File: src/rtl/sspim_pkg.sv
// Shared types and constants for the single-SPI master transceiver.
package sspim_pkg;

  typedef enum logic [1:0] {
    IDLE  = 2'd0,
    SETUP = 2'd1,
    XFER  = 2'd2,
    HOLD  = 2'd3
  } sspim_xcvr_st_e;

  // SPI modes encoded as {cpol, cpha}
  localparam logic [1:0] SSPIM_MODE0 = 2'b00;
  localparam logic [1:0] SSPIM_MODE1 = 2'b01;
  localparam logic [1:0] SSPIM_MODE2 = 2'b10;
  localparam logic [1:0] SSPIM_MODE3 = 2'b11;

endpackage

File: src/rtl/sspim_xcvr_if.sv
// Control/status and pad bundle of the SPI master transceiver.
// master: register/control block plus pad side; slave: the transceiver.
interface sspim_xcvr_if #(
  parameter int DW   = 32,
  parameter int NCS  = 4,
  parameter int DIVW = 8
);
  localparam int LW = $clog2(DW);
  localparam int SW = (NCS > 1) ? $clog2(NCS) : 1;

  logic            cfg_cpol;
  logic            cfg_cpha;
  logic            cfg_lsb_first;
  logic [LW-1:0]   cfg_bit_len;
  logic [DIVW-1:0] cfg_clk_div;
  logic [SW-1:0]   cfg_tgt_sel;
  logic            cfg_cs_hold;
  logic            start;
  logic [DW-1:0]   tx_data;
  logic            busy;
  logic            done;
  logic [DW-1:0]   rx_data;
  logic            sck;
  logic            so;
  logic            si;
  logic [NCS-1:0]  cs_n;

  modport master (
    output cfg_cpol, cfg_cpha, cfg_lsb_first, cfg_bit_len, cfg_clk_div,
           cfg_tgt_sel, cfg_cs_hold, start, tx_data, si,
    input  busy, done, rx_data, sck, so, cs_n
  );

  modport slave (
    input  cfg_cpol, cfg_cpha, cfg_lsb_first, cfg_bit_len, cfg_clk_div,
           cfg_tgt_sel, cfg_cs_hold, start, tx_data, si,
    output busy, done, rx_data, sck, so, cs_n
  );

endinterface

File: src/rtl/sspim_clkgen.sv
// SCK half-period timer: one-cycle tick after every D = i_div+1 enabled cycles.
module sspim_clkgen #(
  parameter int DIVW = 8
) (
  input  logic            clk,
  input  logic            reset_n,
  input  logic            i_en,
  input  logic            i_restart,
  input  logic [DIVW-1:0] i_div,
  output logic            o_tick
);

  logic [DIVW-1:0] r_cnt;

  assign o_tick = i_en && !i_restart && (r_cnt == i_div);

  // Count up to i_div and wrap; held at zero when disabled so every
  // state entry starts a full half-period.
  always_ff @(posedge clk or negedge reset_n) begin
    if (!reset_n)                    r_cnt <= '0;
    else if (!i_en || i_restart)     r_cnt <= '0;
    else if (o_tick)                 r_cnt <= '0;
    else                             r_cnt <= r_cnt + DIVW'(1);
  end

endmodule

File: src/rtl/sspim_xcvr.sv
// Single-SPI master transceiver: runs one frame per accepted start with
// programmable mode, bit order, length, SCK divider and chip select.
module sspim_xcvr
  import sspim_pkg::*;
#(
  parameter int DW   = 32,
  parameter int NCS  = 4,
  parameter int DIVW = 8
) (
  input  logic         clk,
  input  logic         reset_n,
  sspim_xcvr_if.slave  bus
);

  localparam int LW = $clog2(DW);
  localparam int EW = LW + 1;
  localparam int SW = (NCS > 1) ? $clog2(NCS) : 1;

  sspim_xcvr_st_e  r_st;
  logic            r_cpha;
  logic            r_lsb;
  logic [LW-1:0]   r_len;
  logic [DIVW-1:0] r_div;
  logic            r_hold;
  logic [DW-1:0]   r_tx;
  logic [DW-1:0]   r_rx;
  logic [EW-1:0]   r_edge;
  logic            r_sck;
  logic            r_so;
  logic            r_busy;
  logic            r_done;
  logic [NCS-1:0]  r_cs_n;

  logic            w_tick;
  logic            w_accept;
  logic [EW-1:0]   w_last;
  logic [EW-1:0]   w_eidx;
  logic            w_edge;
  logic            w_lead;
  logic            w_smp;
  logic [LW-1:0]   w_k;
  logic [LW-1:0]   w_pos;
  logic [LW-1:0]   w_pos_nx;
  logic [LW-1:0]   w_pos0;
  logic [NCS-1:0]  w_cs_dec;

  sspim_clkgen #(.DIVW(DIVW)) u_clkgen (
    .clk       (clk),
    .reset_n   (reset_n),
    .i_en      (r_st != IDLE),
    .i_restart (w_accept),
    .i_div     (r_div),
    .o_tick    (w_tick)
  );

  assign w_accept = (r_st == IDLE) && bus.start;

  // Toggle index of the last edge in the frame is 2n-1 = {n-1, 1}.
  assign w_last = {r_len, 1'b1};

  // Edge 0 fires on the SETUP tick; later edges on XFER ticks until the last.
  assign w_eidx = (r_st == SETUP) ? '0 : r_edge + EW'(1);
  assign w_edge = w_tick && ((r_st == SETUP) || ((r_st == XFER) && (r_edge != w_last)));
  assign w_lead = !w_eidx[0];
  assign w_k    = w_eidx[EW-1:1];
  // CPHA=0 samples on leading edges, CPHA=1 on trailing edges.
  assign w_smp  = w_edge && (w_lead != r_cpha);

  // Bit position of data bit k (and k+1) in transfer order.
  assign w_pos    = r_lsb ? w_k : r_len - w_k;
  assign w_pos_nx = r_lsb ? w_k + LW'(1) : r_len - w_k - LW'(1);
  assign w_pos0   = bus.cfg_lsb_first ? '0 : bus.cfg_bit_len;

  // One-hot active-low select; out-of-range targets select nothing.
  always_comb begin
    w_cs_dec = '1;
    for (int i = 0; i < NCS; i++)
      if (bus.cfg_tgt_sel == SW'(i)) w_cs_dec[i] = 1'b0;
  end

  // Frame sequencer with registered outputs and per-edge shift/sample.
  always_ff @(posedge clk or negedge reset_n) begin
    if (!reset_n) begin
      r_st   <= IDLE;
      r_cpha <= 1'b0;
      r_lsb  <= 1'b0;
      r_len  <= '0;
      r_div  <= '0;
      r_hold <= 1'b0;
      r_tx   <= '0;
      r_rx   <= '0;
      r_edge <= '0;
      r_sck  <= 1'b0;
      r_so   <= 1'b0;
      r_busy <= 1'b0;
      r_done <= 1'b0;
      r_cs_n <= '1;
    end else begin
      r_done <= 1'b0;
      case (r_st)
        IDLE: begin
          r_sck <= bus.cfg_cpol;
          if (bus.start) begin
            r_cpha <= bus.cfg_cpha;
            r_lsb  <= bus.cfg_lsb_first;
            r_len  <= bus.cfg_bit_len;
            r_div  <= bus.cfg_clk_div;
            r_hold <= bus.cfg_cs_hold;
            r_tx   <= bus.tx_data;
            r_rx   <= '0;
            r_busy <= 1'b1;
            r_cs_n <= w_cs_dec;
            r_st   <= SETUP;
            if (!bus.cfg_cpha) r_so <= bus.tx_data[w_pos0];
          end else if (!bus.cfg_cs_hold) begin
            r_cs_n <= '1;
          end
        end
        SETUP: begin
          if (w_tick) begin
            r_edge <= '0;
            r_st   <= XFER;
          end
        end
        XFER: begin
          if (w_tick) begin
            if (r_edge == w_last) r_st   <= HOLD;
            else                  r_edge <= w_eidx;
          end
        end
        HOLD: begin
          if (w_tick) begin
            r_st   <= IDLE;
            r_busy <= 1'b0;
            r_done <= 1'b1;
            if (!r_hold) r_cs_n <= '1;
          end
        end
        default: r_st <= IDLE;
      endcase

      if (w_edge) begin
        r_sck <= ~r_sck;
        if (w_smp)                r_rx[w_pos] <= bus.si;
        else if (r_cpha)          r_so <= r_tx[w_pos];
        else if (w_k != r_len)    r_so <= r_tx[w_pos_nx];
      end
    end
  end

  assign bus.busy    = r_busy;
  assign bus.done    = r_done;
  assign bus.rx_data = r_rx;
  assign bus.sck     = r_sck;
  assign bus.so      = r_so;
  assign bus.cs_n    = r_cs_n;

endmodule

File: src/flat_wrapper.sv
// flat-port wrapper written by rule: the top's interface ports become plain ports
module sspim_xcvr_flat import sspim_pkg::*;
#(
  parameter int DW   = 32,
  parameter int NCS  = 4,
  parameter int DIVW = 8
)
  (clk, reset_n, bus_cfg_cpol, bus_cfg_cpha, bus_cfg_lsb_first, bus_cfg_bit_len, bus_cfg_clk_div, bus_cfg_tgt_sel, bus_cfg_cs_hold, bus_start, bus_tx_data, bus_si, bus_busy, bus_done, bus_rx_data, bus_sck, bus_so, bus_cs_n);
  sspim_xcvr_if #(.DW(DW), .NCS(NCS), .DIVW(DIVW)) bus_i ();
  input  logic clk;
  input  logic reset_n;
  input wire logic [$bits(bus_i.cfg_cpol)-1:0] bus_cfg_cpol;
  input wire logic [$bits(bus_i.cfg_cpha)-1:0] bus_cfg_cpha;
  input wire logic [$bits(bus_i.cfg_lsb_first)-1:0] bus_cfg_lsb_first;
  input wire logic [$bits(bus_i.cfg_bit_len)-1:0] bus_cfg_bit_len;
  input wire logic [$bits(bus_i.cfg_clk_div)-1:0] bus_cfg_clk_div;
  input wire logic [$bits(bus_i.cfg_tgt_sel)-1:0] bus_cfg_tgt_sel;
  input wire logic [$bits(bus_i.cfg_cs_hold)-1:0] bus_cfg_cs_hold;
  input wire logic [$bits(bus_i.start)-1:0] bus_start;
  input wire logic [$bits(bus_i.tx_data)-1:0] bus_tx_data;
  input wire logic [$bits(bus_i.si)-1:0] bus_si;
  output wire logic [$bits(bus_i.busy)-1:0] bus_busy;
  output wire logic [$bits(bus_i.done)-1:0] bus_done;
  output wire logic [$bits(bus_i.rx_data)-1:0] bus_rx_data;
  output wire logic [$bits(bus_i.sck)-1:0] bus_sck;
  output wire logic [$bits(bus_i.so)-1:0] bus_so;
  output wire logic [$bits(bus_i.cs_n)-1:0] bus_cs_n;
  assign bus_i.cfg_cpol = bus_cfg_cpol;
  assign bus_i.cfg_cpha = bus_cfg_cpha;
  assign bus_i.cfg_lsb_first = bus_cfg_lsb_first;
  assign bus_i.cfg_bit_len = bus_cfg_bit_len;
  assign bus_i.cfg_clk_div = bus_cfg_clk_div;
  assign bus_i.cfg_tgt_sel = bus_cfg_tgt_sel;
  assign bus_i.cfg_cs_hold = bus_cfg_cs_hold;
  assign bus_i.start = bus_start;
  assign bus_i.tx_data = bus_tx_data;
  assign bus_i.si = bus_si;
  assign bus_busy = bus_i.busy;
  assign bus_done = bus_i.done;
  assign bus_rx_data = bus_i.rx_data;
  assign bus_sck = bus_i.sck;
  assign bus_so = bus_i.so;
  assign bus_cs_n = bus_i.cs_n;
  sspim_xcvr #(.DW(DW), .NCS(NCS), .DIVW(DIVW)) u_core (.clk(clk), .reset_n(reset_n), .bus(bus_i));
endmodule
File: config.mk
export PLATFORM = sky130hd
export DESIGN_NAME = sspim_xcvr_flat
export DESIGN_NICKNAME = d
export VERILOG_FILES = /design/src/rtl/sspim_pkg.sv /design/src/rtl/sspim_xcvr_if.sv /design/src/rtl/sspim_clkgen.sv /design/src/rtl/sspim_xcvr.sv /design/src/flat_wrapper.sv
export SDC_FILE = /design/constraint.sdc
export NUM_CORES = 1
export LEC_CHECK = 0
export ABC_AREA = 1
export CAP_MARGIN = 0
export CORE_MARGIN = 2
export CORE_UTILIZATION = 40
export CTS_CLUSTER_SIZE = 40
export DETAILED_ROUTE_END_ITERATION = 12
export DONT_BUFFER_PORTS = 1
export SYNTH_ARGS = -nofsm -noshare
export SYNTH_HDL_FRONTEND = slang
export SYNTH_SLANG_ARGS = --single-unit
export TNS_END_PERCENT = 5
File: constraint.sdc
create_clock -name clk -period 6.3 [get_ports clk]
set_input_delay 1.26 -clock clk [delete_from_list [all_inputs] [get_ports clk]]
set_output_delay 1.26 -clock clk [all_outputs]
set_load 0.01 [all_outputs]
* Yosys cells after proc, flatten, opt, wreduce, memory -nomap -nowiden
Index checks and enable logic that the tools add are counted.
** Storage, ports and cells
- Bits in registers :: 104
** Operators by class
- Reductions and logical operators :: 23
- Add/subtract/negate cells :: 5
- Eq/ne operators :: 19
- $lt $le $gt $ge :: 4
- Bitwise operators :: 1
- Muxes and demuxes :: 52
** Operators with widths (number)
- $mux 32 :: 4
- $bwmux 32 :: 1
- $mux 6 :: 4
- $mux 1 :: 21
- $lt 5x6->1 const B :: 3
- $mux 4 :: 4
- $mux 8 :: 2
- $bmux 1 s5 :: 3
- $mux 5 :: 3
- $pmux 6 s2 :: 1
- $mux 2 :: 5
- $add 8x1->8 const B :: 1
- $eq 2x2->1 const B :: 4
- $eq 8x8->1 :: 1
- $ne 2x2->1 const B :: 4
- $pmux 2 s4 :: 1
- $pmux 4 s2 :: 1
- $reduce_and 4->1 :: 2
- $reduce_bool 2->1 :: 4
- $logic_and 1x1->1 :: 7
- $add 6x1->6 const B :: 1
- $eq 6x6->1 :: 1
- $ne 2x1->1 const B :: 3
- $ne 6x6->1 :: 1
- other kinds (17) :: 22

* Longest topological paths before layout
Gate-level depths: netlist (run 1).
- Depth after elaboration :: 11
- Gate-level depth with buffers :: 21

* Hierarchy
From an unflattened synthesis (run 1), not the netlist that was laid out.
** Second synthesis, totals
- Cells, all modules :: 903
- Area, all modules :: 6503.7 um^2
** Modules (own cells, without submodules)
- sspim_xcvr :: times used 1, area an instance 5814.3 um^2, cells each 786
- sspim_clkgen :: times used 1, area an instance 689.4 um^2, cells each 117

* Worst setup path before layout (run 1)
Ideal clock, no wire load.
- Path kind :: register to register
- Start :: register u_core.r_edge[0]
- End :: register u_core.r_so, in the netlist u_core.bus.so
- Period minus slack after synthesis :: 3.117 ns
- Slack :: 3.183 ns
- Cell stages (with the launch flop) :: 22
- Library setup time :: 0.077 ns
- Arrival time :: 3.039 ns
- Path through :: dfrtp_1 -> ha_1 -> inv_1 -> nor2_1 -> ha_1 -> inv_1 -> fa_1 -> inv_1 -> ha_1 -> o21ai_2 -> inv_2 -> a21oi_1 -> o21ai_1 -> nand2_1 -> nor2_1 -> nor2_1 -> nand2_1 -> nand2_1 -> nand2_1 -> nand3_1 -> nand2_1 -> a21oi_1
** On the way
- Longest elaborated chain between the ends :: 11
- Elaborated cells between the ends (all ways) :: 23
** RTL lines
- from (decl) :: RTL line sspim_xcvr.sv:27 : logic [EW-1:0] r_edge;
- from (signal assigned) :: RTL line sspim_xcvr.sv:128 : else r_edge <= w_eidx;
- $add 6x1->6 :: RTL line sspim_xcvr.sv:62 : assign w_eidx = (r_st == SETUP) ? '0 : r_edge + EW'(1);
- $mux 6 :: RTL line sspim_xcvr.sv:62
- $sub 5x5->5 :: RTL line sspim_xcvr.sv:70, sspim_xcvr.sv:71
- $sub 5x1->5 :: RTL line sspim_xcvr.sv:71 : assign w_pos_nx = r_lsb ? w_k + LW'(1) : r_len - w_k - LW'(1);
- $mux 5 :: RTL line sspim_xcvr.sv:71
- $bmux 1 s5 :: RTL line sspim_xcvr.sv:146 : else if (w_k != r_len) r_so <= r_tx[w_pos_nx];
- $mux 1 (not written as such) :: RTL line sspim_xcvr.sv:146
- $mux 1 :: RTL line sspim_xcvr.sv:146
- $mux 1 :: RTL line sspim_xcvr.sv:145 : else if (r_cpha) r_so <= r_tx[w_pos];
- $mux 1 :: RTL line sspim_xcvr.sv:144 : if (w_smp) r_rx[w_pos] <= bus.si;
- $mux 1 (*) :: RTL line sspim_xcvr.sv:142 : if (w_edge) begin
- to (signal assigned) :: RTL line sspim_xcvr.sv:114 : if (!bus.cfg_cpha) r_so <= bus.tx_data[w_pos0];
- to (signal assigned) :: RTL line sspim_xcvr.sv:145
- to (signal assigned) :: RTL line sspim_xcvr.sv:146
- to (decl) :: RTL line sspim_xcvr.sv:29 : logic r_so;
Every way passes the cells marked *; elsewhere a longest branch is shown, timed or not. The select of a mux whose other input is x is not followed.
A chain may end at the register's enable or synchronous reset.

* Worst setup path in the final report (run 1)
Same ends and word-level chain as after synthesis.

==> metrics, run 1 <==
R2R Path Start=u_core.r_edge[0]; Worst setup SP type=flop; Total Wirelength=15800 µm; worst path cell trace=ha_1 > inv_1 > nor2_1 > ha_1 > inv_1 > fa_1 > inv_1 > ha_1 > o21ai_2 > inv_2 > a21oi_1 > o21ai_1 > nand2_1 > nor2_1 > nor2_1 > nand2_1 > nand2_1 > nand2_1 > nand3_1 > nand2_1 > a21oi_1; global-route met1 utilization=0.271; Worst EP arrival=3.87 ns; register area share after synthesis=0.403; row count=46; CP max stage cell=fa_1; Most common cell on crit path=nand2_1; Max IR drop VDD=0.144 mV; Synth Area per Inst=7.63 µm²; RSZ-0062 raised after global routing=false; Die X=131 µm; Post-Syn Instances=848; Resize count post-CTS=0; worst path required time=6.59 ns; Reg clk slew, reported paths=0.08 ns; CP delay by family, top=adder cells; root buf cell=clkbuf_16; # DRC=0; nets@finish=900; worst r2r dst=u_core.bus.so; dpl cell area=6610 µm²; Worst Setup EP=u_core.bus.so; antenna violations before repair=0; minimum clock period=3.58 ns; # hold bufs at CTS=0; period utilization=0.569; Cells after DPL=1037; DRT Pass-1 Iters=5; setup bufs post-CTS=0; max-slew violation count=0; worst-margin pin slew=0.840 ns; Yosys reg bits=104; gr ovfl total=0; fin cells=1053; clock skew=0.00988 ns; critical path startpoint=u_core.r_edge[0]; largest net degree at the start of global routing=105; clk sink count=104; GRT met2 Usage=0.278; # setup viols final=0; max_cap viols=0; number of stages on the worst setup path=21; layout cells sized above 1=0.133; Ports=95; Core Area=15800 µm²; met3 GRT Util=0.0517; critical path class=reg2reg; Die Area=17200 µm²; total power=1.31 mW; Main synth FF type=dfrtp_1; post-layout instance area=6940 µm²; Worst setup EP type=flop; Die Ht=131 µm; area grow syn2layout=7.13%; Initial Utilization=0.409; Longest Clk Path Bufs=2; FMAX=279 MHz; Fin. Hold Viols=0; R2R depth=21; setup TNS=0 ns; LEAKAGE=3.31 nW; status=complete, no violations; vias in the first global route=5111; DR vias/cell=5.10; Iteration-0 DRC Markers=376; R2R setup slack=2.72 ns; Post-synth EDFFs=0; GRT Util Overall=0.188; crit path max fanout=10; antenna-violating nets left=0; worst skew pair latency=0.36 ns; Syn Nets=916; fill count=1614; Slew HR=0.440; IO buf count=0; CTS tree=built; Num CTS Buffers=9; detailed-route via count=5369; Post-Syn Area=6470 µm²; H-Tree Depth=3; post-DP HPWL=11600 µm; Yosys Warn Count=0; worst hold path class=reg2reg; WP buf/inv=4; routed wire length per instance=15.0 µm; Most Used Layer, Global Route=met2; crit-path max cell delay=0.50 ns; first-pass GRT wire length=26400 µm; n_diodes=0; Synth cell types=46; GPL Wtd Cong=0.888; Pwr Density=188 nW/µm²; asr flop ratio synth=1.00
placed cells by master, fill, tap and decap left out, types with 3 or more instances in the layout:
cell type,instances
inv_1,75
nor2_2,15
o21ai_0,46
nand2_2,6
nand3_1,71
nand4_1,9
a21oi_1,29
nand2_4,6
mux2_2,18
inv_2,11
o21ai_1,37
nor2_4,3
nand3b_1,7
or2_2,4
nand3_2,4
clkbuf_16,9
nand2_1,242
ha_1,12
nor3_1,3
xor2_1,6
nor2_1,52
nor3_2,12
dfstp_2,4
o22ai_1,13
xnor2_1,3
dfrtp_1,100
o21ai_2,3
o211ai_1,11
o21ai_4,3
cell type report:
| type | count | area [µm²] | area share |
|---|---|---|---|
| clock buffer | 9 | 225 | 0.0325 |
| timing repair buffer | 1 | 7.51 | 0.00108 |
| tap | 216 | 270 | 0.0390 |
| clock inverter | 7 | 101 | 0.0146 |
| inverter | 87 | 329 | 0.0474 |
| multi-input combinational | 629 | 3390 | 0.489 |
| sequential | 104 | 2610 | 0.376 |
state kept, by name, summed over array words and instances (netlist names), 2 cells and up:
register,cells
u_core.u_clkgen.r_cnt,8
u_core.r_len,5
u_core.r_st,2
u_core.r_div,8
u_core.r_edge,6
u_core.bus.cs_n,4
u_core.r_tx,32
u_core.bus.rx_data,32
per-stage QoR:
| step | worst slack [ns] | hold WS, ns | utilization |
|---|---|---|---|
| after global placement | 2.87 | 0.476 | 0.418 |
| after CTS | 2.73 | 0.497 | 0.438 |
| after global routing | 2.45 | 0.524 | 0.438 |
| after floorplan | 3.18 | 0.453 | - |
| after detailed placement | 2.77 | 0.478 | 0.418 |
| final | 2.72 | 0.491 | 0.438 |
worst reg2reg max path, cell delays in order, from the launching register on:
cell     delay (ns)
dfrtp_1        0.47
ha_1           0.37
inv_1          0.05
nor2_1         0.19
ha_1           0.18
inv_1          0.06
fa_1           0.50
inv_1          0.06
ha_1           0.28
o21ai_2        0.39
inv_2          0.16
a21oi_1        0.14
o21ai_1        0.07
nand2_1        0.07
nor2_1         0.04
nor2_1         0.08
nand2_1        0.06
nand2_1        0.06
nand2_1        0.05
nand3_1        0.06
nand2_1        0.05
a21oi_1        0.12
logic make-up after synthesis:
group	count (synthesis)	synth area share
and+or+nand+nor	441	0.322
buffers and inverters	115	0.0740
DFF	104	0.403
xor gates and xnor gates	9	0.0122
AOI/OAI and AO/OA	148	0.131
muxes	18	0.0313
adders and majority gates	13	0.0263
synthesized netlist by cell type (2+ instances only):
| cell | n | area [µm²] |
|---|---|---|
| nand2_1 | 243 | 912 |
| dfrtp_1 | 100 | 2500 |
| inv_1 | 75 | 282 |
| nand3_1 | 71 | 355 |
| nor2_1 | 52 | 195 |
| o21ai_0 | 46 | 230 |
| o21ai_1 | 37 | 185 |
| a21oi_1 | 29 | 145 |
| mux2_2 | 18 | 203 |
| clkbuf_1 | 15 | 56.3 |
| nor2_2 | 15 | 93.8 |
| o22ai_1 | 13 | 81.3 |
| ha_1 | 12 | 150 |
| nor3_2 | 12 | 120 |
| inv_2 | 11 | 41.3 |
| o211ai_1 | 11 | 82.6 |
| nand4_1 | 9 | 56.3 |
| nand3b_1 | 7 | 52.6 |
| buf_2 | 6 | 30.0 |
| nand2_2 | 6 | 37.5 |
| xor2_1 | 6 | 52.6 |
| nand2_4 | 5 | 56.3 |
| dfstp_2 | 4 | 105 |
| nand3_2 | 4 | 40.0 |
| or2_2 | 4 | 25.0 |
| buf_4 | 3 | 22.5 |
| buf_6 | 3 | 33.8 |
| nor2_4 | 3 | 33.8 |
| nor3_1 | 3 | 15.0 |
| o21ai_2 | 3 | 26.3 |
| o21ai_4 | 3 | 48.8 |
| xnor2_1 | 3 | 26.3 |
| a211oi_1 | 2 | 15.0 |
| nand3_4 | 2 | 35.0 |
routing by layer:
layer	routed length, µm	share of wire
met1	7810	0.49
met2	6760	0.43
met3	1010	0.064
met4	218	0.014
met5	0	0
where the power goes:
part           switching [mW]  leakage (nW)  total (mW)  internal [mW]
clock                   0.284         0.155       0.605          0.321
combinational          0.0172          1.86      0.0276         0.0105
sequential            0.00324          1.30       0.673          0.670
total                   0.304          3.31        1.31           1.00
worst min-delay path by stage:
stage	from	end	slack (ns)	cells past startpoint
after floorplan	u_core.r_hold	u_core.r_hold	0.45	2
after global placement	u_core.r_hold	u_core.r_hold	0.48	2
after detailed placement	u_core.r_hold	u_core.r_hold	0.48	2
after CTS	u_core.r_hold	u_core.r_hold	0.50	2
after global routing	u_core.bus.cs_n[1]	u_core.bus.cs_n[1]	0.52	2
final	u_core.r_hold	u_core.r_hold	0.49	2
No activity file was read; power rests on OpenSTA's default activity.
==> run 2: changes to the inputs <==
Clock period 6.3 ns to 3.4 ns, I/O delays scaled along.
==> run 2 against run 1 <==
Compared with the run above:
- utilization up 0.75 points
- first-iteration DRC count up 21%
- routed wire length up 1.6%
- global-route usage up 0.16 points
- final cell count up 1.1%
- combinational power up 93%
- worst setup slack worse by 2.4 ns
- clock-buffer cell count up 1
- via count up 1.5%
- critical path type unchanged
- largest cell class unchanged
==> metrics, run 2 (synthesized netlist as in run 1, its figures left out) <==
detailed-route via count=5448; CP delay by family, top=adder cells; GPL Wtd Cong=0.896; R2R Path Start=u_core.r_edge[1]; Initial Utilization=0.409; status=complete, no violations; WP buf/inv=4; met2 wire len=6940 µm; Place WS=0.183 ns; GRT Util Overall=0.190; Pwr Density=341 nW/µm²; IO buf count=0; worst-margin pin slew=0.748 ns; M1 WL=7980 µm; worst r2r dst=u_core.bus.so; max_cap viols=0; max-slew violation count=0; Max IR drop VDD=0.268 mV; Reg clk slew, reported paths=0.08 ns; Die Ht=131 µm; Ports=95; first-pass GRT wire length=26800 µm; # DRC=0; critical path startpoint=u_core.r_edge[1]; # setup viols final=0; setup TNS=0 ns; routed wire length per instance=15.1 µm; worst skew pair latency=0.35 ns; layout cells sized above 1=0.146; Num CTS Buffers=9; Worst EP arrival=3.36 ns; Core Area=15800 µm²; antenna-violating nets left=0; FMAX=325 MHz; commonest non-fill, non-tap cell in the layout=nand2_1; CTS tree=built; WL met3=856 µm; crit path max fanout=7; clk sink count=104; R2R setup slack=0.32 ns; CP max stage cell=fa_1; n_diodes=0; DR vias/cell=5.12; Most common cell on crit path=nand2_1; Iteration-0 DRC Markers=454; setup ws final=0.324 ns; gr ovfl total=0; largest net degree at the start of global routing=105; commonest non-fill, non-tap cells in the layout=nand2_1, dfrtp_1, inv_1, nand3_1, nor2_1; multi-input logic area=3420 µm²; Longest Clk Path Bufs=2; Fin. Hold Viols=0; number of stages on the worst setup path=21; Worst Setup EP=u_core.bus.so; Total Wirelength=16100 µm; fill count=1654; worst path cell trace=ha_4 > inv_1 > nor2_2 > ha_1 > inv_1 > fa_1 > inv_1 > ha_1 > o21ai_4 > inv_2 > a21oi_1 > o21ai_1 > nand2_1 > nor2_1 > nor2_1 > nand2_1 > nand2_1 > nand2_1 > nand3_1 > nand2_1 > a21oi_1; minimum clock period=3.08 ns; Die X=131 µm; H-Tree Depth=3; root buf cell=clkbuf_16; worst path required time=3.68 ns; vias in the first global route=5035; row count=46; critical path class=reg2reg; Worst setup EP type=flop; Die Area=17200 µm²; Worst setup SP type=flop; antenna violations before repair=0; LEAKAGE=3.37 nW; crit-path max cell delay=0.50 ns; Slew HR=0.500; R2R depth=21; top sig layer=met4; DRT Pass-1 Iters=5; period utilization=0.905; RSZ-0062 raised after global routing=false; post-DP HPWL=11700 µm; worst hold path class=in2async; Register Area=2610 µm²; area grow syn2layout=8.97%; clock skew=0.00730 ns; nets@finish=912
[run 2: cell types whose count changed in the layout (fill, tap and decap cells not counted), sizes merged]
cell,before,now
buf,1,12
clkbuf,9,10
clkinv,3,2
clkinvlp,1,0
dlygate4sd3,0,1
inv,89,90
[run 2: where the power goes]
group / switching, mW / total [mW] / internal [mW]
clock: 0.511 / 1.10 / 0.593
sequential: 0.00618 / 1.25 / 1.24
combinational: 0.0323 / 0.0533 / 0.0209
[run 2: repair_timing]
action,CTS,global route
hold buffers,0,1
endpoints found under the setup margin,0,1
gates resized for setup,0,4
hold endpoints to repair,0,1
setup buffers,0,1
[run 2: how the worst min path moves through the flow]
stage	end	slack, ns	cells past startpoint
2_1_floorplan	u_core.bus.busy	0.38	0
6_report	u_core.r_edge[3]	0.03	0
4_1_cts	u_core.u_clkgen.r_cnt[0]	0.01	0
5_1_grt	u_core.r_edge[1]	0.005	0
3_5_place_dp	u_core.bus.rx_data[5]	0.39	0
3_3_place_gp	u_core.bus.rx_data[5]	0.40	0
[run 2: cell type report]
type / count / area share
Timing Repair Buffer: 13 / 0.0160
Clock inverter: 6 / 0.0122
Clock buffer: 10 / 0.0325
Tap cell: 216 / 0.0383
Sequential cell: 104 / 0.370
Inverter: 87 / 0.0466
Multi-Input combinational cell: 629 / 0.485
[run 2: metrics by stage]
stage / utilization / hold slack [ns] / instances / cell area [µm²] / power (mW)
CTS: 0.443 / 0.0119 / 1063 / 7010 / 2.43
detailed placement: 0.423 / 0.395 / 1047 / 6700 / 1.32
global placement: 0.423 / 0.395 / 1047 / 6700 / 1.32
finish: 0.446 / 0.0265 / 1065 / 7050 / 2.40
floorplan: - / 0.384 / 848 / 6470 / 1.32
global route: 0.446 / 0.00510 / 1065 / 7050 / 2.49
[run 2: worst register-to-register path, delay by kind of cell, from the launching register on]
kind | cells | cell delay [ns]
AO/OA/AOI/OAI | 4 | 0.52
AND/OR/NAND/NOR | 9 | 0.54
adder cells (fa/ha/maj) | 4 | 1.25
flip-flops | 1 | 0.42
buffers and inverters | 4 | 0.28
[run 2: per-layer routing]
layer / GRT usage / up-vias
li1: - / 2782
met1: 0.277 / 2520
met2: 0.280 / 129
met3: 0.0478 / 17
met4: 0.0519 / 0
met5: 0 / -
==> run 3: changes to the inputs <==
Settings changed: RECOVER_POWER set to 25.
==> results of run 3 <==
Same layout as run 2: the final DEF is identical, and so are final timing and power.
